[config.mk]
export PLATFORM = sky130hd
export DESIGN_NAME = mem_port_arbiter
export DESIGN_NICKNAME = d
export VERILOG_FILES = /design/src/rtl/mem_arb_pkg.sv /design/src/rtl/mem_timeout_ctr.sv /design/src/rtl/mem_port_arbiter.sv
export SDC_FILE = /design/constraint.sdc
export NUM_CORES = 1
export LEC_CHECK = 0
export CAP_MARGIN = 20
export CORE_MARGIN = 3
export CORE_UTILIZATION = 35
export CTS_BUF_LIST = sky130_fd_sc_hd__clkbuf_8
export DETAILED_ROUTE_END_ITERATION = 10
export GPL_TIMING_DRIVEN = 0
export PLACE_DENSITY_LB_ADDON = 0.08
export SYNTH_ARGS = -nofsm -noshare
export SYNTH_HDL_FRONTEND = slang
export SYNTH_SLANG_ARGS = --single-unit
[constraint.sdc]
create_clock -name clk -period 1.7 [get_ports clk]
set_input_delay 0.425 -clock clk [delete_from_list [all_inputs] [get_ports clk]]
set_output_delay 0.425 -clock clk [all_outputs]
set_load 0.01 [all_outputs]
[src/rtl/mem_arb_pkg.sv]
// Shared types and constants for the two-port memory arbiter.
// Holds the FSM encoding, the port ids and the data-access legality check.
package mem_arb_pkg;

   typedef enum logic [1:0] {
      IDLE = 2'd0,
      BUSY = 2'd1,
      RESP = 2'd2
   } arb_state_t;

   localparam int   DEFAULT_TIMEOUT = 16;
   localparam logic PORT_IF         = 1'b0;
   localparam logic PORT_D          = 1'b1;

   // A data access is legal when its size is one-hot and naturally aligned.
   function automatic logic size_legal(input logic       is_byte,
                                       input logic       is_half,
                                       input logic       is_word,
                                       input logic [1:0] lsb);
      logic legal;
      legal = 1'b0;
      case ({is_byte, is_half, is_word})
         3'b100:  legal = 1'b1;
         3'b010:  legal = (lsb[0] == 1'b0);
         3'b001:  legal = (lsb == 2'b00);
         default: legal = 1'b0;
      endcase
      return legal;
   endfunction

endpackage

[src/rtl/mem_timeout_ctr.sv]
// Counts BUSY cycles; expired is high in the TIMEOUT-th enabled cycle.
// clear has priority so each access starts from zero.
module mem_timeout_ctr #(
   parameter int TIMEOUT = 16
) (
   input  logic clk,
   input  logic rst,
   input  logic clear,
   input  logic enable,
   output logic expired
);

   logic [7:0] count_r;

   // Cycle counter for the access in flight.
   always_ff @(posedge clk or negedge rst) begin
      if (!rst)
         count_r <= 8'd0;
      else if (clear)
         count_r <= 8'd0;
      else if (enable)
         count_r <= count_r + 8'd1;
   end

   assign expired = enable && (count_r == 8'(TIMEOUT - 1));

endmodule

[src/rtl/mem_port_arbiter.sv]
// Round-robin arbiter between an instruction-fetch port and a data port
// sharing one single-outstanding memory interface, with a BUSY timeout.
module mem_port_arbiter
   import mem_arb_pkg::*;
#(
   parameter int ADDR_W  = 12,
   parameter int TIMEOUT = DEFAULT_TIMEOUT
) (
   input  logic              clk,
   input  logic              rst,
   input  logic              if_req,
   input  logic [ADDR_W-1:0] if_addr,
   output logic              if_done,
   output logic [31:0]       if_rdata,
   output logic              if_err,
   input  logic              d_req,
   input  logic              d_we,
   input  logic [ADDR_W-1:0] d_addr,
   input  logic              d_byte,
   input  logic              d_half,
   input  logic              d_word,
   input  logic [31:0]       d_wdata,
   output logic              d_done,
   output logic [31:0]       d_rdata,
   output logic              d_err,
   output logic              m_valid,
   output logic [ADDR_W-1:0] m_addr,
   output logic              m_we,
   output logic              m_byte,
   output logic              m_half,
   output logic              m_word,
   output logic [31:0]       m_wdata,
   input  logic              m_ack,
   input  logic [31:0]       m_rdata
);

   localparam logic [ADDR_W-1:0] WORD_MASK = ~(ADDR_W'(3));

   arb_state_t state_r, next_state_s;
   logic       last_grant_r, port_r;
   logic       grant_s, grant_port_s, d_legal_s, expired_s;
   logic       enter_resp_s, resp_port_s, err_s, capture_s, start_busy_s;

   mem_timeout_ctr #(.TIMEOUT(TIMEOUT)) u_timeout (
      .clk     (clk),
      .rst     (rst),
      .clear   (state_r != BUSY),
      .enable  (state_r == BUSY),
      .expired (expired_s)
   );

   // Round-robin pick; only consumed while IDLE.
   always_comb begin
      grant_s   = if_req | d_req;
      d_legal_s = size_legal(d_byte, d_half, d_word, d_addr[1:0]);
      if (if_req && d_req)
         grant_port_s = (last_grant_r == PORT_IF) ? PORT_D : PORT_IF;
      else if (d_req)
         grant_port_s = PORT_D;
      else
         grant_port_s = PORT_IF;
   end

   // FSM state register.
   always_ff @(posedge clk or negedge rst) begin
      if (!rst)
         state_r <= IDLE;
      else
         state_r <= next_state_s;
   end

   // FSM next-state logic; an illegal data request skips the memory entirely.
   always_comb begin
      next_state_s = state_r;
      case (state_r)
         IDLE: begin
            if (grant_s)
               next_state_s = (grant_port_s == PORT_D && !d_legal_s) ? RESP : BUSY;
            else
               next_state_s = IDLE;
         end
         BUSY: begin
            if (m_ack || expired_s)
               next_state_s = RESP;
            else
               next_state_s = BUSY;
         end
         RESP:    next_state_s = IDLE;
         default: next_state_s = IDLE;
      endcase
   end

   // FSM output decode; an ack in the last timeout cycle still counts as success.
   always_comb begin
      start_busy_s = (state_r == IDLE) && (next_state_s == BUSY);
      enter_resp_s = (state_r != RESP) && (next_state_s == RESP);
      resp_port_s  = (state_r == BUSY) ? port_r : grant_port_s;
      capture_s    = (state_r == BUSY) && m_ack;
      if (state_r == IDLE)
         err_s = 1'b1;
      else
         err_s = !m_ack;
   end

   // Completion pulses and memory strobe.
   always_ff @(posedge clk or negedge rst) begin
      if (!rst) begin
         if_done <= 1'b0;
         if_err  <= 1'b0;
         d_done  <= 1'b0;
         d_err   <= 1'b0;
         m_valid <= 1'b0;
      end else begin
         if_done <= enter_resp_s && (resp_port_s == PORT_IF);
         if_err  <= enter_resp_s && (resp_port_s == PORT_IF) && err_s;
         d_done  <= enter_resp_s && (resp_port_s == PORT_D);
         d_err   <= enter_resp_s && (resp_port_s == PORT_D) && err_s;
         m_valid <= (next_state_s == BUSY);
      end
   end

   // Grant bookkeeping and access latch; m_* stay frozen for the whole access.
   always_ff @(posedge clk or negedge rst) begin
      if (!rst) begin
         last_grant_r <= PORT_D;
         port_r       <= PORT_IF;
         m_addr       <= '0;
         m_we         <= 1'b0;
         m_byte       <= 1'b0;
         m_half       <= 1'b0;
         m_word       <= 1'b0;
         m_wdata      <= 32'd0;
      end else begin
         if (state_r == IDLE && grant_s) begin
            last_grant_r <= grant_port_s;
            port_r       <= grant_port_s;
         end
         if (start_busy_s && grant_port_s == PORT_IF) begin
            m_addr  <= if_addr & WORD_MASK;
            m_we    <= 1'b0;
            m_byte  <= 1'b0;
            m_half  <= 1'b0;
            m_word  <= 1'b1;
            m_wdata <= 32'd0;
         end else if (start_busy_s) begin
            m_addr  <= d_addr;
            m_we    <= d_we;
            m_byte  <= d_byte;
            m_half  <= d_half;
            m_word  <= d_word;
            m_wdata <= d_wdata;
         end
      end
   end

   // Read-data capture on a successful ack only.
   always_ff @(posedge clk or negedge rst) begin
      if (!rst) begin
         if_rdata <= 32'd0;
         d_rdata  <= 32'd0;
      end else begin
         if (capture_s && port_r == PORT_IF)
            if_rdata <= m_rdata;
         if (capture_s && port_r == PORT_D)
            d_rdata <= m_rdata;
      end
   end

endmodule

==> results of run 1 <==
critical path: cells and delay by family:
family                 cells  cell delay, ns
buffers and inverters      4            0.59
muxes                      1            0.32
AOI/OAI and AO/OA          1            0.22
and+or+nand+nor            1            0.40
worst max path at each step:
| stage | endpoint | slack, ns | cells past startpoint |
|---|---|---|---|
| after floorplan | m_addr[10] | 0.0005 | 5 |
| after global placement | m_wdata[8] | -4.97 | 1 |
| after detailed placement | m_addr[4] | -0.76 | 5 |
| after CTS | d_rdata[8] | -0.004 | 4 |
| after global routing | m_addr[6] | -0.01 | 6 |
| final | m_addr[3] | 0.05 | 7 |
registers in the layout (all words and copies together), names as in the netlist, 2 cells and up:
signal,cells
d_rdata,32
if_rdata,32
m_addr,12
m_wdata,32
state_r,2
u_timeout.count_r,8
power groups by stage:
stage / registers (mW) / logic [mW] / clock network (mW)
3_5_place_dp: 5.29 / 6.47 / 0
3_3_place_gp: 5.24 / 6.38 / 0
5_1_grt: 5.39 / 6.25 / 2.70
4_1_cts: 5.21 / 5.69 / 2.57
6_report: 5.19 / 5.74 / 2.47
2_1_floorplan: 5.90 / 2.16 / 0
metal layers:
layer  vias up  global-route usage [%]  share of wire (%)
li1       1832                       -                  -
met1      1841                    19.2                 42
met2       146                    25.3                 47
met3        17                    7.17                9.5
met4         0                    6.11                1.8
met5         -                       0                  0
cells by family (layout without fill, tap and decap cells):
family / after synthesis / count (layout) / share of synthesized area, %
and+or+nand+nor: 71 / 71 / 5.89
DFF: 129 / 129 / 60.8
AOI/OAI and AO/OA: 16 / 16 / 2.43
buffers and inverters: 57 / 311 / 4.62
muxes: 123 / 123 / 25.2
other: 0 / 2 / 0
adders and majority gates: 1 / 1 / 0.236
xor gates and xnor gates: 5 / 5 / 0.825
placed cells by master (no fill, tap or decap), types with 4 or more instances in the layout:
cell	n
buf_8	5
mux2_1	11
dlygate4sd2_1	120
nor2_1	9
nand2_1	43
mux2i_1	37
clkdlybuf4s50_1	88
dfrtp_1	126
clkbuf_8	20
mux2_2	73
clkinv_2	4
buf_4	15
inv_1	44
per-stage QoR:
step,instances,power [mW],hold WS [ns],setup TNS (ns),instance area [um2]
after floorplan,402,8.07,0.129,0,5320
after global placement,797,11.6,0.449,-699.51,7660
after detailed placement,798,11.8,0.401,-64.10,7690
after CTS,834,13.5,0.389,-0.00954,8040
after global routing,842,14.3,0.345,-0.0208,8140
final,842,13.4,0.354,0,8140
synthesized netlist by cell type:
library cell / instances
a21boi_2: 1
a21oi_1: 3
a31o_2: 1
a31oi_1: 2
a31oi_4: 1
a32o_1: 1
and2_1: 1
and3_1: 1
and3b_1: 1
buf_2: 10
buf_4: 5
clkbuf_1: 3
dfrtp_1: 128
dfstp_2: 1
ha_1: 1
inv_1: 39
mux2_1: 13
mux2_2: 73
mux2i_1: 37
nand2_1: 43
nand2b_1: 3
nand3_1: 2
nor2_1: 10
nor2b_1: 4
nor3_1: 1
nor3b_1: 2
nor4_1: 1
o21ai_0: 3
o21ai_1: 1
o21ba_2: 2
o311a_1: 1
or3_1: 2
xnor2_1: 3
xor2_1: 2
cell type report:
class	count	area, um2	share of cell area, %
clock inverter	11	98.8	1.22
multi-input combinational	216	1880	23.1
clock buffer	20	275	3.38
inverter	39	146	1.80
timing repair buffer	226	2120	26.1
tap	184	230	2.83
buffer	15	145	1.78
sequential	129	3230	39.7
antenna	2	5.00	0.0615
what timing repair did:
item | CTS | global route
cloned | 1 | 0
gates resized for setup | 144 | 16
pin swaps | 2 | 1
endpoints found under the setup margin | 195 | 86
hold buffers | 1 | 0
setup buffers | 6 | 7
hold endpoints to repair | 47 | 0
==> impl_metrics.py, run 1 <==
metrics = {
    "timing": {
        "tightest_slew_ns": 0.485,
        "slew_viol_final": 0,
        "final.min_clock_period_ns": 1.65,
        "post-route-worst-setup-slack_ns": 0.0506,
        "max_clock_freq_mhz": 606,
        "setup_viol": 0,
        "fin_worst_skew_ns": 0.00694,
        "relSlewSlack_pct": 67.7,
        "hold_viol_final": 0,
        "min_period_over_period_pct": 97.0,
    },
    "setup_path": {
        "regToRegEndpoint": "m_addr[3]",
        "worst_setup_path_start_kind": "input port",
        "reg2regPathDepth": 6,
        "r2r-start": "state_r[0]",
        "max_stage_delay_ns": 0.40,
        "cp_max_fo": 6,
        "ff2ff_setup_slack_ns": 0.07,
        "crit_path_start": "d_byte",
        "path_cells": "dlygate4sd2_1, inv_1, or3_4, a31oi_4, buf_12, buf_8, mux2_1",
        "critPathSlowestCell": "or3_4",
        "cp_data_required_time_ns": 2.01,
        "worst_setup_path_end_kind": "flip-flop",
        "worst-endpoint-arrival_ns": 1.96,
        "worstSetupPathType": "input port to flip-flop",
    },
    "job": {
        "maxCapViolCount": 0,
    },
    "floorplanning": {
        "boundaryPins": 214,
        "core_mm2": 0.0147,
        "fp-row-count": 44,
        "die-area_mm2": 0.0167,
        "die_x_um": 129,
        "start_util_pct": 36.1,
        "die_h_um": 129,
    },
    "detailed_routing": {
        "drcViolationCount": 0,
        "dr.pass1.iters": 6,
        "wl_um": 13100,
        "wl_per_cell_um": 15.6,
        "vias": 3836,
        "vias_per_cell": 4.56,
        "postRouteAntennaNets": 0,
        "drtIter0Drc": 123,
    },
    "global_route": {
        "overflow": 0,
        "track_usage_pct": 16.0,
        "grt_max_degree": 82,
        "grt_pass1_wl_um": 20700,
        "antenna_found_initial": 2,
        "grt_pass1_vias": 4060,
    },
    "min_path": {
        "hold_end": "last_grant_r",
        "worstHoldPathType": "input port to flip-flop",
        "hold_start": "if_req",
        "whs_path_depth": 2,
    },
    "power_and_ir_drop": {
        "p_seq_share_pct": 38.7,
        "combPwrFrac_pct": 42.8,
        "switchingPower_mw": 4.37,
        "p_leak_nw": 3.91,
        "swShare_pct": 32.6,
        "intPower_mw": 9.03,
        "power_frac_clock_pct": 18.4,
        "ir_drop_v": 0.000653,
        "powerDensity_mw_per_mm2": 1650,
    },
    "synthesis": {
        "yosysWarnings": 0,
        "synth_top_area_share_pct": 60.3,
        "avgSynthCellArea_um2": 13.2,
        "netlist_area_mm2": 0.00531,
        "synth_top_area_cell": "dfrtp_1",
        "synth_cells": 402,
        "syn-num-nets": 500,
        "synth_area_leaders": "dfrtp_1 (60%), mux2_2 (15%), mux2i_1 (7.0%), nand2_1 (3.0%), inv_1 (2.8%)",
        "synth_seq_cells": 129,
        "ys_seq_area_share_pct": 60.8,
        "ys_types": 34,
    },
    "clocking": {
        "htreeDepth": 4,
        "cts_tree": "done",
        "insertion_delay_ns": 0.43,
        "numCtsBuffers": 17,
        "clkTransAtPathRegs_ns": 0.06,
        "cts.sinks": 129,
        "root_buffer": "clkbuf_8",
        "clk_path_buf_depth": 2,
    },
    "layout": {
        "finalNetCount": 742,
        "fill_cells": 1299,
        "drive_above_1_share_pct": 22.0,
        "area_delta_synth_final_pct": 53.2,
        "fin_util_pct": 55.3,
    },
    "place": {
        "post-place-ws_ns": -0.762,
        "portBuffers": 211,
        "hpwl_um": 9590,
        "finalWeightedCongestion": 0.702,
    },
    "run_status": {
        "status": "finished, final reports clean",
    },
}
Note: power is estimated with default switching activity, not from simulation.
==> run 2, diff against run 1 <==
CTS_BUF_LIST = unset   (was sky130_fd_sc_hd__clkbuf_8)
==> impl_metrics.py, run 2 (synthesis gave the netlist of run 1 again) <==
metrics = {
    "power_and_ir_drop": {
        "powerDensity_mw_per_mm2": 1730,
        "combPwrFrac_pct": 39.7,
        "p_seq_share_pct": 36.2,
        "p_leak_nw": 3.94,
        "swShare_pct": 31.2,
        "power_frac_clock_pct": 24.1,
        "ir_drop_v": 0.000714,
        "switchingPower_mw": 4.47,
        "intPower_mw": 9.89,
    },
    "global_route": {
        "track_usage_pct": 16.0,
        "grt_pass1_wl_um": 20800,
        "overflow": 0,
        "grt_max_degree": 82,
        "grt_pass1_vias": 4048,
        "antenna_found_initial": 2,
    },
    "timing": {
        "min_period_over_period_pct": 96.9,
        "grt_setup_unrepaired": "no",
        "final.min_clock_period_ns": 1.65,
        "post-route-worst-setup-slack_ns": 0.0523,
        "relSlewSlack_pct": 67.8,
        "setup_viol": 0,
        "tightest_slew_ns": 0.483,
        "slew_viol_final": 0,
        "max_clock_freq_mhz": 607,
        "holdWs_ns": 0.450,
        "hold_viol_final": 0,
        "fin_worst_skew_ns": 0.00906,
    },
    "place": {
        "finalWeightedCongestion": 0.702,
        "placed_area_mm2": 0.00769,
        "portBuffers": 211,
        "post-place-ws_ns": -0.762,
        "hpwl_um": 9590,
    },
    "floorplanning": {
        "die_x_um": 129,
        "die_h_um": 129,
        "die-area_mm2": 0.0167,
        "boundaryPins": 214,
        "start_util_pct": 36.1,
        "fp-row-count": 44,
        "core_mm2": 0.0147,
    },
    "layout": {
        "finalNetCount": 740,
        "reg.largest.list": "d_rdata x32, if_rdata x32, m_wdata x32",
        "drive_above_1_share_pct": 21.7,
        "fin_util_pct": 56.5,
        "regArea_mm2": 0.00323,
        "final_area_mm2": 0.00830,
        "final_cell_mix": "dfrtp_1 (126), dlygate4sd2_1 (122), clkdlybuf4s50_1 (88)",
        "fill_cells": 1271,
        "multi_input_comb_area_mm2": 0.00188,
        "area_delta_synth_final_pct": 56.3,
        "final_common_cell": "dfrtp_1",
    },
    "detailed_routing": {
        "postRouteAntennaNets": 0,
        "dr.pass1.iters": 6,
        "wl_per_cell_um": 15.6,
        "drcViolationCount": 0,
        "drtIter0Drc": 122,
        "vias": 3814,
        "vias_per_cell": 4.54,
        "wl_um": 13100,
    },
    "min_path": {
        "worstHoldPathType": "input port to flip-flop",
        "whs_path_depth": 3,
    },
    "clocking": {
        "cts.sinks": 129,
        "root_buffer": "clkbuf_16",
        "clkTransAtPathRegs_ns": 0.05,
        "cts_tree": "done",
        "insertion_delay_ns": 0.41,
        "clk_path_buf_depth": 2,
        "numCtsBuffers": 17,
        "htreeDepth": 4,
    },
    "job": {
        "maxCapViolCount": 0,
    },
    "setup_path": {
        "worst_setup_path_end_kind": "flip-flop",
        "reg2regPathDepth": 6,
        "worst-endpoint-arrival_ns": 1.93,
        "max_stage_delay_ns": 0.39,
        "critPathSlowestCell": "or3_4",
        "cp_top_family": "buffers and inverters",
        "path_cells": "dlygate4sd2_1, inv_1, or3_4, a31oi_4, buf_6, buf_12, mux2_1",
        "cp_max_fo": 10,
        "worstSetupPathDepth": 7,
        "cp_data_required_time_ns": 1.99,
        "worstSetupPathType": "input port to flip-flop",
        "worst_setup_path_start_kind": "input port",
        "cp.buffers_inverters": 4,
    },
    "run_status": {
        "status": "finished, final reports clean",
    },
}
## run 2: cell count changes in the layout (fill, tap and decap cells not counted), moves of 2 or more
cell            previous run  this run
dlymetal6s2s_1             2         0
clkbuf_16                  0        17
clkbuf_1                   1         7
clkbuf_8                  20         3
dlygate4sd2_1            120       122
inv_1                     44        39
buf_6                      2         6
buf_4                     15        10
## run 2: final timing paths
kind / end / slack [ns] / startpoint
max in group asynchronous: m_wdata[10] / 0.41 / rst
min in group asynchronous: if_rdata[29] / 0.54 / rst
max: m_addr[10] / 0.05 / d_byte
min: m_byte / 0.45 / d_byte
max reg2reg: m_addr[10] / 0.06 / last_grant_r
min reg2reg: u_timeout.count_r[0] / 0.46 / u_timeout.count_r[0]
## run 2: cell type report
| class | count | area share, % |
|---|---|---|
| Sequential cell | 129 | 38.9 |
| Timing Repair Buffer | 224 | 25.2 |
| Multi-Input combinational cell | 216 | 22.7 |
| Clock buffer | 25 | 5.85 |
| Tap cell | 184 | 2.77 |
| Inverter | 39 | 1.76 |
| Buffer | 15 | 1.73 |
| Clock inverter | 6 | 0.965 |
| Antenna cell | 2 | 0.0603 |
## run 2: per-layer routing
metal | vias to the layer above | part of all wire, % | global-route usage, %
li1 | 1829 | - | -
met1 | 1821 | 42 | 19.2
met2 | 149 | 47 | 25.5
met3 | 15 | 9.3 | 7.13
met4 | 0 | 1.9 | 6.30
met5 | - | 0 | 0
## run 2: power groups by stage
| stage | Combinational, mW | Clock (mW) | Sequential (mW) |
|---|---|---|---|
| floorplan | 2.16 | 0 | 5.90 |
| global placement | 6.38 | 0 | 5.24 |
| detailed placement | 6.47 | 0 | 5.29 |
| CTS | 5.69 | 3.57 | 5.22 |
| global route | 6.20 | 3.71 | 5.40 |
| finish | 5.69 | 3.47 | 5.20 |
## run 2: per-stage QoR
stage	setup TNS [ns]	power (mW)	cells
2_1_floorplan	0	8.07	402
3_3_place_gp	-699.51	11.6	797
3_5_place_dp	-64.10	11.8	798
4_1_cts	-0.0347	14.5	835
5_1_grt	0	15.3	840
6_report	0	14.4	840
## run 2: what timing repair did
action                     in CTS  in global routing
cloned                          2                  0
resized for setup             146                 18
pin swaps                       2                  3
buffers inserted                6                  3
hold buffers                    1                  0
setup endpoints to repair     197                106
hold endpoints to repair       47                  0
## run 2: worst min-delay path, cell delays in order
cell and delay (ns):
dlygate4sd2_1 0.26, nand2_1 0.06, mux2i_1 0.06
==> run 3, diff against run 2 <==
CAP_MARGIN = 10   (was 20)
CORE_UTILIZATION = 39   (was 35)
==> impl_metrics.py, run 3 (synthesis gave the netlist of run 1 again) <==
metrics = {
    "detailed_routing": {
        "vias_per_cell": 4.72,
        "dr.pass1.iters": 4,
        "vias": 3940,
        "wl_um": 12900,
        "wl_per_cell_um": 15.5,
        "drcViolationCount": 0,
        "drtIter0Drc": 146,
        "postRouteAntennaNets": 0,
    },
    "layout": {
        "final_common_cell": "dfrtp_1",
        "regArea_mm2": 0.00323,
        "final_cell_mix": "dfrtp_1 (127), dlygate4sd2_1 (122), clkdlybuf4s50_1 (87)",
        "area_delta_synth_final_pct": 59.4,
        "antenna_cells": 0,
        "multi_input_comb_area_mm2": 0.00190,
        "fill_cells": 1065,
        "reg.largest.list": "d_rdata x32, if_rdata x32, m_wdata x32",
        "finalNetCount": 743,
        "drive_above_1_share_pct": 23.6,
        "layout.cells.non_filler": 834,
        "final_area_mm2": 0.00847,
    },
    "power_and_ir_drop": {
        "p_leak_nw": 4.03,
        "power.total_mw": 15.1,
        "powerDensity_mw_per_mm2": 1780,
        "ir_drop_v": 0.000733,
    },
    "clocking": {
        "root_buffer": "clkbuf_16",
        "clk_path_buf_depth": 2,
        "numCtsBuffers": 17,
        "cts_tree": "done",
        "clkTransAtPathRegs_ns": 0.05,
        "htreeDepth": 4,
        "cts.sinks": 129,
        "insertion_delay_ns": 0.41,
    },
    "floorplanning": {
        "boundaryPins": 214,
        "core_mm2": 0.0133,
        "die_x_um": 123,
        "fp-row-count": 42,
        "start_util_pct": 39.9,
        "die-area_mm2": 0.0151,
        "die_h_um": 123,
    },
    "timing": {
        "hold_viol_final": 0,
        "setup_tns_ns": 0,
        "slew_viol_final": 0,
        "min_period_over_period_pct": 97.6,
        "fin_worst_skew_ns": 0.00624,
        "setup_viol": 0,
        "grt_setup_unrepaired": "yes",
        "tightest_slew_ns": 0.523,
        "max_clock_freq_mhz": 602,
        "final.min_clock_period_ns": 1.66,
        "relSlewSlack_pct": 65.1,
    },
    "place": {
        "placed_area_mm2": 0.00768,
        "hpwl_um": 9480,
        "dpl.cell_count": 790,
        "portBuffers": 211,
        "finalWeightedCongestion": 0.723,
    },
    "min_path": {
        "worstHoldPathType": "input port to flip-flop",
    },
    "setup_path": {
        "cp_max_fo": 5,
        "cp_data_required_time_ns": 1.98,
        "worst_setup_path_end_kind": "flip-flop",
        "path_cells": "dlygate4sd2_1, inv_1, or3_4, a31oi_4, buf_12, buf_6, mux2_1",
        "worstSetupPathType": "input port to flip-flop",
        "max_stage_delay_ns": 0.40,
        "worst-endpoint-arrival_ns": 1.94,
        "critPathSlowestCell": "or3_4",
        "worst_setup_path_start_kind": "input port",
    },
    "global_route": {
        "track_usage_pct": 17.3,
        "overflow": 0,
        "grt_pass1_vias": 4025,
        "grt_max_degree": 77,
        "antenna_found_initial": 0,
        "grt_pass1_wl_um": 20200,
    },
    "job": {
        "maxCapViolCount": 0,
    },
    "run_status": {
        "status": "finished, final reports clean",
    },
}
run 3: cell count changes in the layout (fill, tap and decap cells not counted), sizes merged, moves of 2 or more:
cell,delta
clkbuf,-6
buf,+3
bufinv,+3
clkinvlp,+3
diode,-2
run 3: final timing paths:
| kind | from | endpoint | slack [ns] | depth (start not counted) |
|---|---|---|---|---|
| worst max-delay path | d_byte | m_addr[3] | 0.04 | 7 |
| worst min-delay path | d_addr[1] | m_addr[1] | 0.34 | 3 |
| worst max register to register | state_r[0] | d_rdata[3] | 0.06 | 4 |
| worst min register to register | u_timeout.count_r[0] | u_timeout.count_r[0] | 0.47 | 1 |
| max in group asynchronous | rst | m_wdata[19] | 0.43 | 3 |
| min in group asynchronous | rst | d_rdata[27] | 0.54 | 2 |
run 3: where the power goes:
| part | switching [mW] | internal (mW) |
|---|---|---|
| combinational | 2.59 | 3.26 |
| sequential | 0.705 | 4.51 |
| clock | 1.33 | 2.68 |
| total | 4.63 | 10.5 |
run 3: critical path, delay by kind of cell:
family	cells	cell delay, ns
AND/OR/NAND/NOR	1	0.40
AO/OA/AOI/OAI	1	0.23
buffers and inverters	4	0.57
multiplexers	1	0.32
run 3: cell type report:
| type | count | share of cell area, % |
|---|---|---|
| inverters | 39 | 1.73 |
| multi-input cells | 216 | 22.5 |
| plain buffers | 18 | 2.20 |
| flip-flops and latches | 129 | 38.2 |
| repair buffers | 224 | 25.0 |
| clock buffers | 19 | 5.35 |
| clock inverters | 13 | 2.47 |
| well taps | 176 | 2.60 |
run 3: routing by layer:
metal / wire, um / GRT usage, % / share of wire [%]
met1: 5230 / 20.8 / 40
met2: 6310 / 27.8 / 49
met3: 1080 / 6.27 / 8.4
met4: 308 / 7.98 / 2.4
met5: 0 / 0 / 0
run 3: through the flow:
stage	hold WS (ns)	util, %	worst slack [ns]
5_1_grt	0.354	63.7	-0.0248
4_1_cts	0.434	62.7	-0.0134
2_1_floorplan	0.129	-	0.000533
3_3_place_gp	0.448	57.5	-4.86
6_report	0.339	63.7	0.0400
3_5_place_dp	0.417	57.8	-0.766
run 3: timing repair:
item / in CTS / in global routing
cloned: 1 / 0
hold buffers: 1 / 0
buffers inserted: 4 / 7
endpoints found under the setup margin: 202 / 89
gates resized for setup: 150 / 22
pin swaps: 3 / 4
hold endpoints to repair: 47 / 0
